===== config.mk =====
export PLATFORM = sky130hd
export DESIGN_NAME = move_decoder
export DESIGN_NICKNAME = d
export VERILOG_FILES = /design/src/rtl/move_decoder.sv
export SDC_FILE = /design/constraint.sdc
export NUM_CORES = 1
export LEC_CHECK = 0
export ABC_AREA = 1
export CAP_MARGIN = 40
export CORE_ASPECT_RATIO = 0.5
export CORE_MARGIN = 1
export CORE_UTILIZATION = 25
export CTS_CLUSTER_DIAMETER = 30
export CTS_CLUSTER_SIZE = 40
export DETAILED_ROUTE_END_ITERATION = 16
export GPL_ROUTABILITY_DRIVEN = 0
export HOLD_SLACK_MARGIN = 0.15
export SLEW_MARGIN = 30
export SYNTH_ARGS = -nofsm -noshare
export SYNTH_HDL_FRONTEND = slang
export SYNTH_SLANG_ARGS = --single-unit
export TNS_END_PERCENT = 50

===== constraint.sdc =====
create_clock -name clk -period 3.6 [get_ports clk]
set_input_delay 0.72 -clock clk [delete_from_list [all_inputs] [get_ports clk]]
set_output_delay 0.72 -clock clk [all_outputs]
set_load 0.02 [all_outputs]

===== src/rtl/move_decoder.sv =====
// move_decoder
//   Receiver end of the board-position code stream. Keeps the previous
//   position and, for every accepted 4-bit position code, recovers the 2-bit
//   move that produced it by inverting the forward transition table. Decoded
//   moves are queued in a small FIFO that the move logger / scoring logic
//   drains.
//
// Handshakes (both sides): a transfer happens on a rising clk edge where
//   valid & ready are both 1. Valid and data hold until that edge. Ready never
//   depends combinationally on the other side's valid or ready.
//
// Ports:
//   clk, rst_n        clock (rising edge), asynchronous active-low reset
//   pos_valid/ready   position input handshake (ready = FIFO not full)
//   pos_code[3:0]     new position, legal 0..8
//   resync            on accept: load pos_code as previous position, no decode
//   move_valid/ready  FIFO head handshake
//   move[1:0]         decoded move at FIFO head (0 when empty)
//   err, err_clr      sticky error flag and its clear (set wins over clear)
//   move_cnt          saturating count of decoded moves
module move_decoder #(
  parameter int DEPTH = 4,
  parameter int CNT_W = 8
) (
  input  logic             clk,
  input  logic             rst_n,
  input  logic             pos_valid,
  output logic             pos_ready,
  input  logic [3:0]       pos_code,
  input  logic             resync,
  output logic             move_valid,
  input  logic             move_ready,
  output logic [1:0]       move,
  output logic             err,
  input  logic             err_clr,
  output logic [CNT_W-1:0] move_cnt
);

  localparam int AW = (DEPTH > 1) ? $clog2(DEPTH) : 1;
  localparam logic [AW:0] DEPTH_C = (AW+1)'(DEPTH);

  logic [3:0]       prev_q, prev_d;
  logic [1:0]       mem_q [DEPTH];
  logic [1:0]       mem_d [DEPTH];
  logic [AW-1:0]    wr_ptr_q, wr_ptr_d;
  logic [AW-1:0]    rd_ptr_q, rd_ptr_d;
  logic [AW:0]      count_q, count_d;
  logic             full_q, full_d;
  logic             err_q, err_d;
  logic [CNT_W-1:0] cnt_q, cnt_d;

  logic       accept, push, pop, err_event;
  logic       code_legal, hit;
  logic [1:0] hit_m;

  // Forward transition T(P, M) of the next-state logic this block inverts.
  function automatic logic [3:0] next_pos(input logic [3:0] p, input logic [1:0] m);
    logic [3:0] r;
    r = 4'd0;
    if (p <= 4'd4) begin
      case (m)
        2'd0:    r = p;
        2'd1:    r = p + 4'd1;
        2'd2:    r = p + 4'd2;
        default: r = p + 4'd4;
      endcase
    end else if (p <= 4'd8) begin
      case (m)
        2'd0:    r = 4'd0;
        2'd1:    r = p - 4'd4;
        2'd2:    r = p - 4'd3;
        default: r = p - 4'd1;
      endcase
    end
    return r;
  endfunction

  // Inverse search: at most one M matches for prev in 0..8.
  always_comb begin
    hit   = 1'b0;
    hit_m = 2'd0;
    for (int i = 0; i < 4; i++) begin
      if (next_pos(prev_q, 2'(i)) == pos_code) begin
        hit   = 1'b1;
        hit_m = 2'(i);
      end
    end
  end

  assign code_legal = (pos_code <= 4'd8);
  assign accept     = pos_valid & pos_ready;
  assign push       = accept & ~resync & hit & code_legal;
  assign pop        = move_valid & move_ready;
  assign err_event  = accept & (resync ? ~code_legal : ~(hit & code_legal));

  always_comb begin
    prev_d   = prev_q;
    wr_ptr_d = wr_ptr_q;
    rd_ptr_d = rd_ptr_q;
    cnt_d    = cnt_q;
    err_d    = err_q;
    for (int i = 0; i < DEPTH; i++) mem_d[i] = mem_q[i];

    // Every accepted legal code becomes the new reference, whether it was a
    // resync, a clean decode or an undecodable jump.
    if (accept && code_legal) prev_d = pos_code;

    if (push) begin
      mem_d[wr_ptr_q] = hit_m;
      wr_ptr_d        = wr_ptr_q + AW'(1);
      if (cnt_q != {CNT_W{1'b1}}) cnt_d = cnt_q + CNT_W'(1);
    end
    if (pop) rd_ptr_d = rd_ptr_q + AW'(1);

    count_d = count_q + (AW+1)'(push) - (AW+1)'(pop);
    full_d  = (count_d == DEPTH_C);

    if (err_clr)   err_d = 1'b0;
    if (err_event) err_d = 1'b1;
  end

  always_ff @(posedge clk or negedge rst_n) begin
    if (!rst_n) begin
      prev_q   <= 4'd0;
      wr_ptr_q <= '0;
      rd_ptr_q <= '0;
      count_q  <= '0;
      full_q   <= 1'b0;
      err_q    <= 1'b0;
      cnt_q    <= '0;
      for (int i = 0; i < DEPTH; i++) mem_q[i] <= 2'd0;
    end else begin
      prev_q   <= prev_d;
      wr_ptr_q <= wr_ptr_d;
      rd_ptr_q <= rd_ptr_d;
      count_q  <= count_d;
      full_q   <= full_d;
      err_q    <= err_d;
      cnt_q    <= cnt_d;
      for (int i = 0; i < DEPTH; i++) mem_q[i] <= mem_d[i];
    end
  end

  // Registered full flag keeps pos_ready free of any path from move_ready.
  assign pos_ready  = ~full_q;
  assign move_valid = (count_q != '0);
  assign move       = move_valid ? mem_q[rd_ptr_q] : 2'd0;
  assign err        = err_q;
  assign move_cnt   = cnt_q;

endmodule

# After elaboration in Yosys (flattened, before gate mapping)
# Index checks and enable logic that the tools add are counted.
# word_totals
register_bits,29
in_bits,10
output_inout_bits,13
wordCells,76
# classes
n_addsub,11
order_cmp,6
n_eq_ne,6
mux,24
bitwise_logic,13
n_reduce_logical,5
# op_table
op,n
$mux 4,7
$eq 4x4->1,4
$mux 2,6
$add 8x1->8 const B,1
$bwmux 8,1
$le 4x4->1 const B,2
$mux 1,8
$ne 8x8->1 const B,1
$and 1x1->1,7
$ge 3x3->1 const B,2
$not 2->3,2
$add 2x1->2 const B,2
$add 4x1->4 const B,1
$add 4x2->4 const B,1
$add 4x3->4 const B,1
$bmux 2 s2,1
$demux 2 s2,1
$le 4x3->1 const B,1
$not 1->1,4
$sub 4x1->4 const B,1
$sub 4x2->4 const B,1
$sub 4x3->4 const B,1
$add 3x1->3,1
$eq 3x3->1 const B,1
other kinds (6),7

# Depth between registers and ports, before layout
# Gate-level depths: netlist (run 1).
# logic_depth
word_depth,12
ltp_mapped,24
mapped_depth_nobuf,21

# Least setup slack after synthesis (run 1)
# OpenSTA, ideal clock, no wires.
# synth_path
path_kind,reg2reg
from,register prev_q[3]
to,register full_q
setup_time_ns,0.088
arrival_time_ns,3.191
required_time_ns,3.512
setup_slack_ns,0.321
path_stages_with_launch,23
path_buffers,2
period_less_slack_ns,3.279
path_cell_list,dfrtp_1 > buf_6 > inv_1 > ha_1 > inv_1 > nand2_1 > nand2_2 > or2_1 > nand2_1 > nand2_1 > nand2_1 > nand3_2 > nand2_2 > nor2_2 > nor2_2 > buf_6 > nand2_4 > ha_1 > inv_1 > ha_1 > fa_1 > xor2_1 > nor3b_1
# synth_between
elab_chain_len,12
word_cells_on_any_way,28
cone_classes,8 x add/sub; 2 x order compare; 5 x eq/ne; 11 x mux; 2 x bitwise
# synth_rtl
item,line,text
"start, declared",42,"logic [3:0] prev_q, prev_d;"
"start signal, assigned",133,prev_q <= prev_d;
$sub 4x3->4 (tied with other cells),70,2'd1: r = p - 4'd4;
"$mux 4, on equally long branches","67, 60",
$mux 4 / $eq 4x4->1 (equally long branches),"60, 83",
$eq 4x4->1 / $mux 1 (equally long branches),83,"if (next_pos(prev_q, 2'(i)) == pos_code) begin"
$mux 1 (2 in series),83,
$mux 1 (*),83,
$and 1x1->1 (*) (2 in series),92,assign push = accept & ~resync & hit & code_legal;
$add 3x1->3 (*),115,count_d = count_q + (AW+1)'(push) - (AW+1)'(pop);
$sub 3x1->3 (*),115,
via count_d[2],47,"logic [AW:0] count_q, count_d;"
$eq 3x3->1 (*),116,full_d = (count_d == DEPTH_C);
via full_d,48,"logic full_q, full_d;"
"end signal, assigned",137,full_q <= full_d;
"end, declared",48,
# The timed path passes the listed nets; every way through them passes the cells marked *.
# A chain may end at the register's enable or synchronous reset.

# Worst setup path in the final report (run 1)
# layout_path
from,register prev_q[2]
to,register full_q
# Same word-level chain as after synthesis.

==> out/qor.csv, run 1 <==
metric;value;unit
outcome;finished, final reports clean;
setup_viol;0;
critPathMaxFanout;11;
whs_path_depth;2;
syn2layout_area_growth;23.5;%
swShare;0.437;
clockBufferDepth;2;
slew_headroom;0.664;
detailed_place_hpwl;4.27;mm
grtUsageTotal;0.123;
globalRouteOverflowTotal;0;
cts_buffers;5;
vias_per_cell;4.49;
drt_iter0_markers;225;
rr_worst_depth;21;
fin_nets;406;
post-route-period-util;0.905;
coreArea;8980;µm²
slew_violations;0;
synth_flop_cell;dfrtp_1;
synth_top_cell_by_area;dfrtp_1;
yosys_warnings;0;
grt_pass1_wl;9.69;mm
finalSetupTns;0;ps
ys_seq_area_frac;0.304;
synthSimpleGateAreaFrac;0.432;
max_cap_violations;0;
power_frac_seq;0.252;
fin_cells;496;
finalHoldViolations;0;
grt_max_degree;30;
place_area;2780;µm²
cts_tree;yes;
clk_latency;270;ps
worstHoldStart;mem_q[0];
n_fill_cell;953;
ios;23;
finalClockSkew;3.48;ps
p_comb_frac;0.545;
core.rowCount;24;
clk_pin_slew;50;ps
antenna_found_initial;0;
synth_cells;345;
synth_area_leaders;dfrtp_1 (30%), nand2_1 (20%), nand3_1 (8.8%);
syn_avg_cell_area;6.91;µm²
synth-seq-cells;29;
synth.most_common_cell;nand2_1;
holdPathEnd;mem_q[0];
synth_fa_ha_area_frac;0.0923;
port_buffers;22;
clock-sinks;29;
period_needed;3260;ps
crit_path_end_kind;flip-flop;
rsz0062_at_grt;no;
vias;2225;
final_area;2950;µm²
syn-cell-area;2380;µm²
synth-async-reset-ratio;1.00;
p_switching;871;µW
worstPathArrival;3450;ps
power_leakage;1.52;nW
die_w;140;µm
post_drt_wl_per_cell;11.3;µm
tightest_slew;499;ps
criticalPathCategory;flip-flop to flip-flop;
cp.required;3790;ps
pwr-share-clk;0.203;
synthMuxAreaShare;0;
final_antenna_net_count;0;
synth_compound_area_frac;0.0367;
dieArea;9960;µm²
r2r_start;prev_q[2];
drtPass1Iterations;5;
cts_hold_buf;0;
synth_edf_count;0;
p_per_area;676;nW/µm²
cts_resized;0;
synth_common_cells;nand2_1 (128), nand3_1 (42), inv_1 (30), dfrtp_1 (29), nor2_1 (22);
p_total;1.99;mW
cts_setup_buffers;0;
drive_above_1_share;0.108;
syn_nets;372;
synth_top_area_frac;0.304;
power.internal;1.12;mW
placedCellCount;489;
synth_top_family_by_area;simple AND/OR/NAND/NOR gates;
reg2reg_setup_slack;340;ps
whs;485;ps
htreeDepth;2;
grt_pass1_vias;2132;
diodes;0;
drc;0;
die_h;71.1;µm
hold_path.class;flip-flop to flip-flop;
routed_wirelength;5.62;mm
cp-start-kind;flip-flop;
max_freq;307;MHz
ir_drop;0.185;mV
r2r_end;full_q;
synth-xor-area-share;0.0477;
ys_types;27;
initial_utilization;0.266;
cts-root-buf;clkbuf_16;
==> critical path: stages, from the launching register on <==
cell and delay (ps):
dfrtp_1 440, inv_4 150, ha_1 190, nand2_2 70
nand2_2 170, nand2_1 70, nand2_1 100, nand3_1 90
nand2_1 100, nand2_1 70, inv_1 50, nand2_1 60
nand2_2 90, nor2_2 40, nor2_2 150, nand2_4 70
ha_1 270, inv_1 40, ha_1 180, fa_1 380
xor2_1 190, nor3b_2 190
==> power groups by stage <==
stage          clock network, mW  registers (mW)  logic [mW]
4_1_cts                    0.412           0.499        1.07
2_1_floorplan                  0           0.510       0.773
5_1_grt                    0.430           0.514        1.23
3_5_place_dp                   0           0.503        1.06
6_report                   0.405           0.502        1.08
3_3_place_gp                   0           0.503        1.06
==> registers in the layout, summed over array words and instances (netlist names) <==
signal	cells
prev_q	4
full_q	1
move_cnt	8
mem_q	8
wr_ptr_q	2
count_q	3
rd_ptr_q	2
err	1
==> through the flow <==
step / setup WS (ps) / util
4_1_cts: 181 / 0.325
5_1_grt: 11.7 / 0.328
2_1_floorplan: 321 / -
3_3_place_gp: 197 / 0.309
6_report: 343 / 0.328
3_5_place_dp: 73.0 / 0.309
==> cell type report <==
type | instances | area [µm²] | share of cell area
inverters | 32 | 123 | 0.0416
repair buffers | 37 | 333 | 0.113
multi-input cells | 274 | 1480 | 0.501
well taps | 117 | 146 | 0.0497
clock buffers | 7 | 143 | 0.0484
flip-flops and latches | 29 | 726 | 0.246
==> worst max path at each step <==
stage                startpoint  endpoint  slack, ps  cells after the start
global placement    pos_code[1]    full_q        200                     16
detailed placement  pos_code[0]    full_q         70                     16
CTS                   prev_q[0]    full_q        180                     20
finish                prev_q[2]    full_q        340                     21
floorplan             prev_q[3]    full_q        320                     22
global route          prev_q[0]    full_q         10                     20
==> cells in the final DEF, fill, tap and decap left out, drive strengths merged <==
cell type / count
nand2: 135
nand3: 44
inv: 32
dfrtp: 29
nor2: 25
clkdlybuf4s50: 22
nand4: 21
ha: 16
buf: 15
xor2: 10
o21ai: 10
clkbuf: 7
xnor2: 3
a21oi: 3
nor3: 2
o31ai: 1
or2: 1
nor3b: 1
o22ai: 1
fa: 1
==> routing by layer <==
| layer | track usage | vias up | share of wire |
|---|---|---|---|
| met5 | 0 | - | 0 |
| li1 | - | 1182 | - |
| met1 | 0.162 | 993 | 0.51 |
| met2 | 0.202 | 45 | 0.45 |
| met4 | 0.0403 | 0 | 0.0085 |
| met3 | 0.0244 | 5 | 0.036 |
==> logic make-up after synthesis <==
kind of cell	Yosys count
flops	29
xor+xnor	13
simple gates	229
compound gates	15
fa+ha+maj	17
buf+inv	42
(Power assumes the default switching activity.)
==> run 2, diff against run 1 <==
--- a/config.mk
+++ b/config.mk
@@ -15,6 +15,7 @@
 export DETAILED_ROUTE_END_ITERATION = 16
 export GPL_ROUTABILITY_DRIVEN = 0
 export HOLD_SLACK_MARGIN = 0.15
+export PLACE_DENSITY = 0.38
 export SLEW_MARGIN = 30
 export SYNTH_ARGS = -nofsm -noshare
 export SYNTH_HDL_FRONTEND = slang
==> run 2 against run 1 <==
Against the previous run:
- sequential power is 1% lower
- via count increased by 2.5%
- sequential share of layout area shrank 0.31 points
==> out/qor.csv, run 2 (synthesis gave the netlist of run 1 again) <==
metric;value;unit;change
criticalPathCategory;flip-flop to flip-flop;;unchanged
vias_per_cell;4.59;;was 4.49
finalClockSkew;5.08;ps;was 3.48 ps
vias;2280;;was 2225
die_h;71.1;µm;unchanged
reg2reg_setup_slack;260;ps;was 340 ps
drtPass1Iterations;4;;was 5
slowest_delay;380;ps;was 440 ps
tightest_slew;526;ps;was 499 ps
drt_iter0_markers;114;;was 225
fin_nets;407;;was 406
cts_setup_buffers;0;;unchanged
port_buffers;22;;unchanged
crit_buf_inv;2;;was 3
die_w;140;µm;unchanged
initial_utilization;0.266;;unchanged
cp-start-kind;flip-flop;;unchanged
mostFrequentLayoutCells;nand2_1 (127), nand3_1 (42), inv_1 (30);;was nand2_1 (128), nand3_1 (42), inv_1 (30)
max_cap_violations;0;;unchanged
cts_hold_buf;0;;unchanged
place_area;2790;µm²;was 2780 µm²
p_switching;909;µW;was 871 µW
ios;23;;unchanged
finalHoldViolations;0;;unchanged
critPathMaxFanout;14;;was 11
htreeDepth;2;;unchanged
grtUsageTotal;0.134;;was 0.123
slew_headroom;0.645;;was 0.664
crit_path_end_kind;flip-flop;;unchanged
p_comb_frac;0.537;;was 0.545
final_area;2980;µm²;was 2950 µm²
routed_wirelength;6.33;mm;was 5.62 mm
slew_violations;0;;unchanged
drc;0;;unchanged
ir_drop;0.218;mV;was 0.185 mV
coreArea;8980;µm²;unchanged
swShare;0.437;;about the same
cts-root-buf;clkbuf_16;;unchanged
worstPathArrival;3530;ps;was 3450 ps
clockBufferDepth;2;;unchanged
crit_path_cell_trace;inv_1 > ha_1 > nand2_1 > o21ai_4 > nand2_1 > nand3_1 > nand2_1 > nor2_2 > nand3_2 > nand2_2 > nor2_2 > nor2_2 > nand2_4 > ha_1 > inv_1 > ha_1 > fa_1 > xor2_1 > nor3b_2;;was inv_4 > ha_1 > nand2_2 > nand2_2 > nand2_1 > nand2_1 > nand3_1 > nand2_1 > nand2_1 > inv_1 > nand2_1 > nand2_2 > nor2_2 > nor2_2 > nand2_4 > ha_1 > inv_1 > ha_1 > fa_1 > xor2_1 > nor3b_2
post-route-period-util;0.928;;was 0.905
pwr-share-clk;0.224;;was 0.203
grt_pass1_vias;2097;;was 2132
clk_latency;270;ps;about the same
p_per_area;698;nW/µm²;was 676 nW/µm²
cts_buffers;5;;unchanged
detailed_place_hpwl;4.76;mm;was 4.27 mm
hold_path.class;flip-flop to flip-flop;;unchanged
post_drt_wl_per_cell;12.7;µm;was 11.3 µm
period_needed;3340;ps;was 3260 ps
power_frac_seq;0.239;;was 0.252
cts_tree;yes;;unchanged
cpMaxStageDelayCell;fa_1;;was dfrtp_1
grt_max_degree;30;;unchanged
power.internal;1.17;mW;was 1.12 mW
max_freq;299;MHz;was 307 MHz
antenna_found_initial;0;;unchanged
clk_pin_slew;50;ps;about the same
layout_commonest_cell;nand2_1;;unchanged
clock-sinks;29;;unchanged
diodes;0;;unchanged
outcome;finished, final reports clean;;unchanged
power_leakage;1.54;nW;was 1.52 nW
final_antenna_net_count;0;;unchanged
core.rowCount;24;;unchanged
final_util;0.332;;was 0.328
setup_viol;0;;unchanged
grt_pass1_wl;10.4;mm;was 9.69 mm
drive_above_1_share;0.113;;was 0.108
dieArea;9960;µm²;unchanged
syn2layout_area_growth;25.1;%;was 23.5%
globalRouteOverflowTotal;0;;unchanged
cp_top_family;simple AND/OR/NAND/NOR gates;;unchanged
cp.required;3790;ps;about the same
==> run 2: changes by cell type in the layout (fill, tap and decap cells not counted) <==
| cell | previous run | this run |
|---|---|---|
| clkbuf_1 | 1 | 0 |
| bufinv_16 | 0 | 1 |
| nand2_1 | 128 | 127 |
| ha_2 | 2 | 0 |
| clkinv_2 | 0 | 1 |
| ha_4 | 0 | 1 |
| ha_1 | 14 | 15 |
| nand2_4 | 2 | 3 |
| clkbuf_8 | 1 | 0 |
| buf_4 | 15 | 16 |
| inv_4 | 1 | 0 |
| inv_2 | 1 | 2 |
==> run 2: worst min-delay path, stage by stage (launching register included) <==
cell and delay [ps]:
dfrtp_1 330, nand2_1 50, nand2_1 60
==> run 2: final timing paths <==
check | start | to | depth (start not counted)
max | prev_q[3] | full_q | 19
min | mem_q[0] | mem_q[0] | 2
max reg2reg | prev_q[3] | full_q | 19
min reg2reg | mem_q[0] | mem_q[0] | 2
max in group asynchronous | rst_n | mem_q[0] | 2
min in group asynchronous | rst_n | move_cnt[5] | 2
==> run 2: cell type report <==
class	count	area, µm²
Sequential cell	29	726
Clock buffer	5	125
Timing Repair Buffer	38	340
Clock inverter	2	35.0
Multi-Input combinational cell	274	1490
Fill cell	974	6000
Inverter	32	120
Tap cell	117	146
==> run 2: power by group through the flow <==
stage / Combinational [mW] / Clock, mW / Sequential [mW]
floorplan: 0.773 / 0 / 0.510
global placement: 1.08 / 0 / 0.501
detailed placement: 1.08 / 0 / 0.501
CTS: 1.09 / 0.486 / 0.497
global route: 1.28 / 0.499 / 0.512
finish: 1.12 / 0.467 / 0.497
==> run 2: routing by layer <==
layer  wire length, µm  vias up  global-route usage
met5                 0        -                   0
met4                53        0              0.0293
met3               149        5              0.0203
met2              2800       27               0.214
met1              3330     1062               0.190
li1                  -     1186                   -
==> run 2: stage by stage <==
step                power [mW]  hold slack, ps  instances  TNS (ps)  worst slack (ps)
floorplan                 1.28             424        345         0               321
global placement          1.58             467        490         0              93.4
detailed placement        1.58             469        490         0              41.7
CTS                       2.07             480        497         0              17.3
global route              2.29             516        497     -39.5             -39.5
finish                    2.08             479        497         0               259
==> run 2: timing repair <==
action                                  CTS  global route
endpoints found under the hold margin     0             0
gates resized for setup                   0             7
endpoints found under the setup margin    0             2
==> run 3, diff against run 2 <==
--- a/config.mk
+++ b/config.mk
@@ -7,6 +7,8 @@
 export LEC_CHECK = 0
 export ABC_AREA = 1
 export CAP_MARGIN = 40
+export CELL_PAD_IN_SITES_DETAIL_PLACEMENT = 0
+export CELL_PAD_IN_SITES_GLOBAL_PLACEMENT = 1
 export CORE_ASPECT_RATIO = 0.5
 export CORE_MARGIN = 1
 export CORE_UTILIZATION = 25
@@ -15,9 +17,8 @@
 export DETAILED_ROUTE_END_ITERATION = 16
 export GPL_ROUTABILITY_DRIVEN = 0
 export HOLD_SLACK_MARGIN = 0.15
-export PLACE_DENSITY = 0.38
+export PLACE_DENSITY = 0.5
 export SLEW_MARGIN = 30
 export SYNTH_ARGS = -nofsm -noshare
 export SYNTH_HDL_FRONTEND = slang
 export SYNTH_SLANG_ARGS = --single-unit
-export TNS_END_PERCENT = 50
==> run 3 against run 2 <==
Against the previous run:
- clock skew grew 0.91 ps
- highest routed layer unchanged
- sequential share of layout area decreased by 0.43 points
- first-iteration DRC count rose by 46%
- critical endpoint unchanged
==> out/qor.csv, run 3 (synthesis gave the netlist of run 1 again) <==
metric;value;unit;change
grt_max_degree;30;;unchanged
cts_buffers;5;;unchanged
critPathMaxFanout;16;;was 14
worstPathArrival;3510;ps;was 3530 ps
ios;23;;unchanged
detailed_place_hpwl;4.91;mm;was 4.76 mm
vias;2320;;was 2280
cp-start-kind;flip-flop;;unchanged
setup_ws;280;ps;was 259 ps
die_w;140;µm;unchanged
finalHoldViolations;0;;unchanged
cp.required;3790;ps;about the same
initial_utilization;0.266;;unchanged
grtUsageTotal;0.141;;was 0.134
post_drt_wl_per_cell;13.0;µm;was 12.7 µm
globalRouteOverflowTotal;0;;unchanged
clockBufferDepth;2;;unchanged
multi_input_area;1490;µm²;about the same
slew_violations;0;;unchanged
cts_tree;yes;;unchanged
diodes;0;;unchanged
die_h;71.1;µm;unchanged
dieArea;9960;µm²;unchanged
syn2layout_area_growth;27.3;%;was 25.1%
dpl_worst_slack;36.3;ps;was 41.7 ps
drive_above_1_share;0.132;;was 0.113
p_total;2.16;mW;was 2.08 mW
core.rowCount;24;;unchanged
setup_viol;0;;unchanged
whs;479;ps;about the same
max_cap_violations;0;;unchanged
mostFrequentLayoutCells;nand2_1 (126), nand3_1 (42), inv_1 (30);;was nand2_1 (127), nand3_1 (42), inv_1 (30)
tightest_slew;564;ps;was 526 ps
max_freq;301;MHz;was 299 MHz
crit_path_end_kind;flip-flop;;unchanged
final_antenna_net_count;0;;unchanged
p_per_area;711;nW/µm²;was 698 nW/µm²
fin_nets;413;;was 407
n_fill_cell;968;;was 974
seqCellArea;726;µm²;unchanged
finalClockSkew;6.00;ps;was 5.08 ps
cts-root-buf;clkbuf_16;;unchanged
drt_iter0_markers;166;;was 114
layout_commonest_cell;nand2_1;;unchanged
drc;0;;unchanged
power_leakage;1.56;nW;was 1.54 nW
clk_latency;270;ps;about the same
hold_path.class;flip-flop to flip-flop;;unchanged
post-route-period-util;0.922;;was 0.928
coreArea;8980;µm²;unchanged
htreeDepth;2;;unchanged
outcome;finished, final reports clean;;unchanged
criticalPathCategory;flip-flop to flip-flop;;unchanged
slew_headroom;0.620;;was 0.645
antenna_found_initial;0;;unchanged
final_util;0.338;;was 0.332
grt_pass1_vias;2206;;was 2097
drtPass1Iterations;4;;unchanged
routed_wirelength;6.57;mm;was 6.33 mm
cts_hold_buf;0;;unchanged
vias_per_cell;4.60;;was 4.59
port_buffers;22;;unchanged
clock-sinks;29;;unchanged
ir_drop;0.267;mV;was 0.218 mV
clk_pin_slew;50;ps;about the same
grt_pass1_wl;11.1;mm;was 10.4 mm
period_needed;3320;ps;was 3340 ps
-- run 3: cell types whose count changed in the layout (fill, tap and decap cells not counted), sizes merged --
cell	delta
o21ai	+1
buf	+5
clkinv	-1
clkinvlp	+1
clkbuf	+1
-- run 3: routing by layer --
metal	wire (µm)	vias up	global-route usage
li1	-	1197	-
met1	3530	1096	0.207
met2	2860	23	0.213
met3	109	4	0.0244
met4	70	0	0.0366
met5	0	-	0
-- run 3: timing repair --
item / 4_1_cts / 5_1_grt
buffers inserted: 0 / 2
resized for setup: 0 / 7
setup endpoints to repair: 0 / 2
-- run 3: path summary, 6_finish.rpt --
path / from / end / slack (ps) / cells after the start
hold reg to reg: mem_q[1] / mem_q[1] / 480 / 2
min in group asynchronous: rst_n / move_cnt[2] / 840 / 2
max in group asynchronous: rst_n / prev_q[2] / 2470 / 2
hold / removal: mem_q[1] / mem_q[1] / 480 / 2
setup reg to reg: prev_q[0] / full_q / 280 / 21
setup / recovery: prev_q[0] / full_q / 280 / 21
-- run 3: metrics by stage --
step                      instance area (µm²)  TNS, ps  instances
final                                    3040        0        504
after detailed placement                 2810        0        493
after global routing                     3040    -4.95        504
after global placement                   2810        0        493
after floorplan                          2380        0        345
after CTS                                2980        0        501
-- run 3: critical path: stages (launching register included) --
cell     delay, ps
dfrtp_1        370
inv_1           90
ha_1           220
buf_4          160
inv_2           40
nand2_1         90
nand2_4        140
or2_1          260
nand2_1         70
nand2_1         40
nand2_1        100
nand3_2        100
nand2_2         80
nor2_2          40
nor2_2         140
nand2_4         80
ha_1           280
inv_1           40
ha_1           180
fa_1           390
xor2_1         180
nor3b_2        180
-- run 3: cell type report --
cell class,instances,area share
clock buffer,6,0.0457
clock inverter,2,0.0124
inverter,32,0.0396
multi-input combinational,275,0.489
sequential,29,0.239
tap,117,0.0482
timing repair buffer,43,0.126
-- run 3: report_power, final --
| group | switching (mW) | total [mW] | internal, mW |
|---|---|---|---|
| clock | 0.147 | 0.492 | 0.345 |
| sequential | 0.0791 | 0.500 | 0.421 |
| combinational | 0.702 | 1.17 | 0.465 |
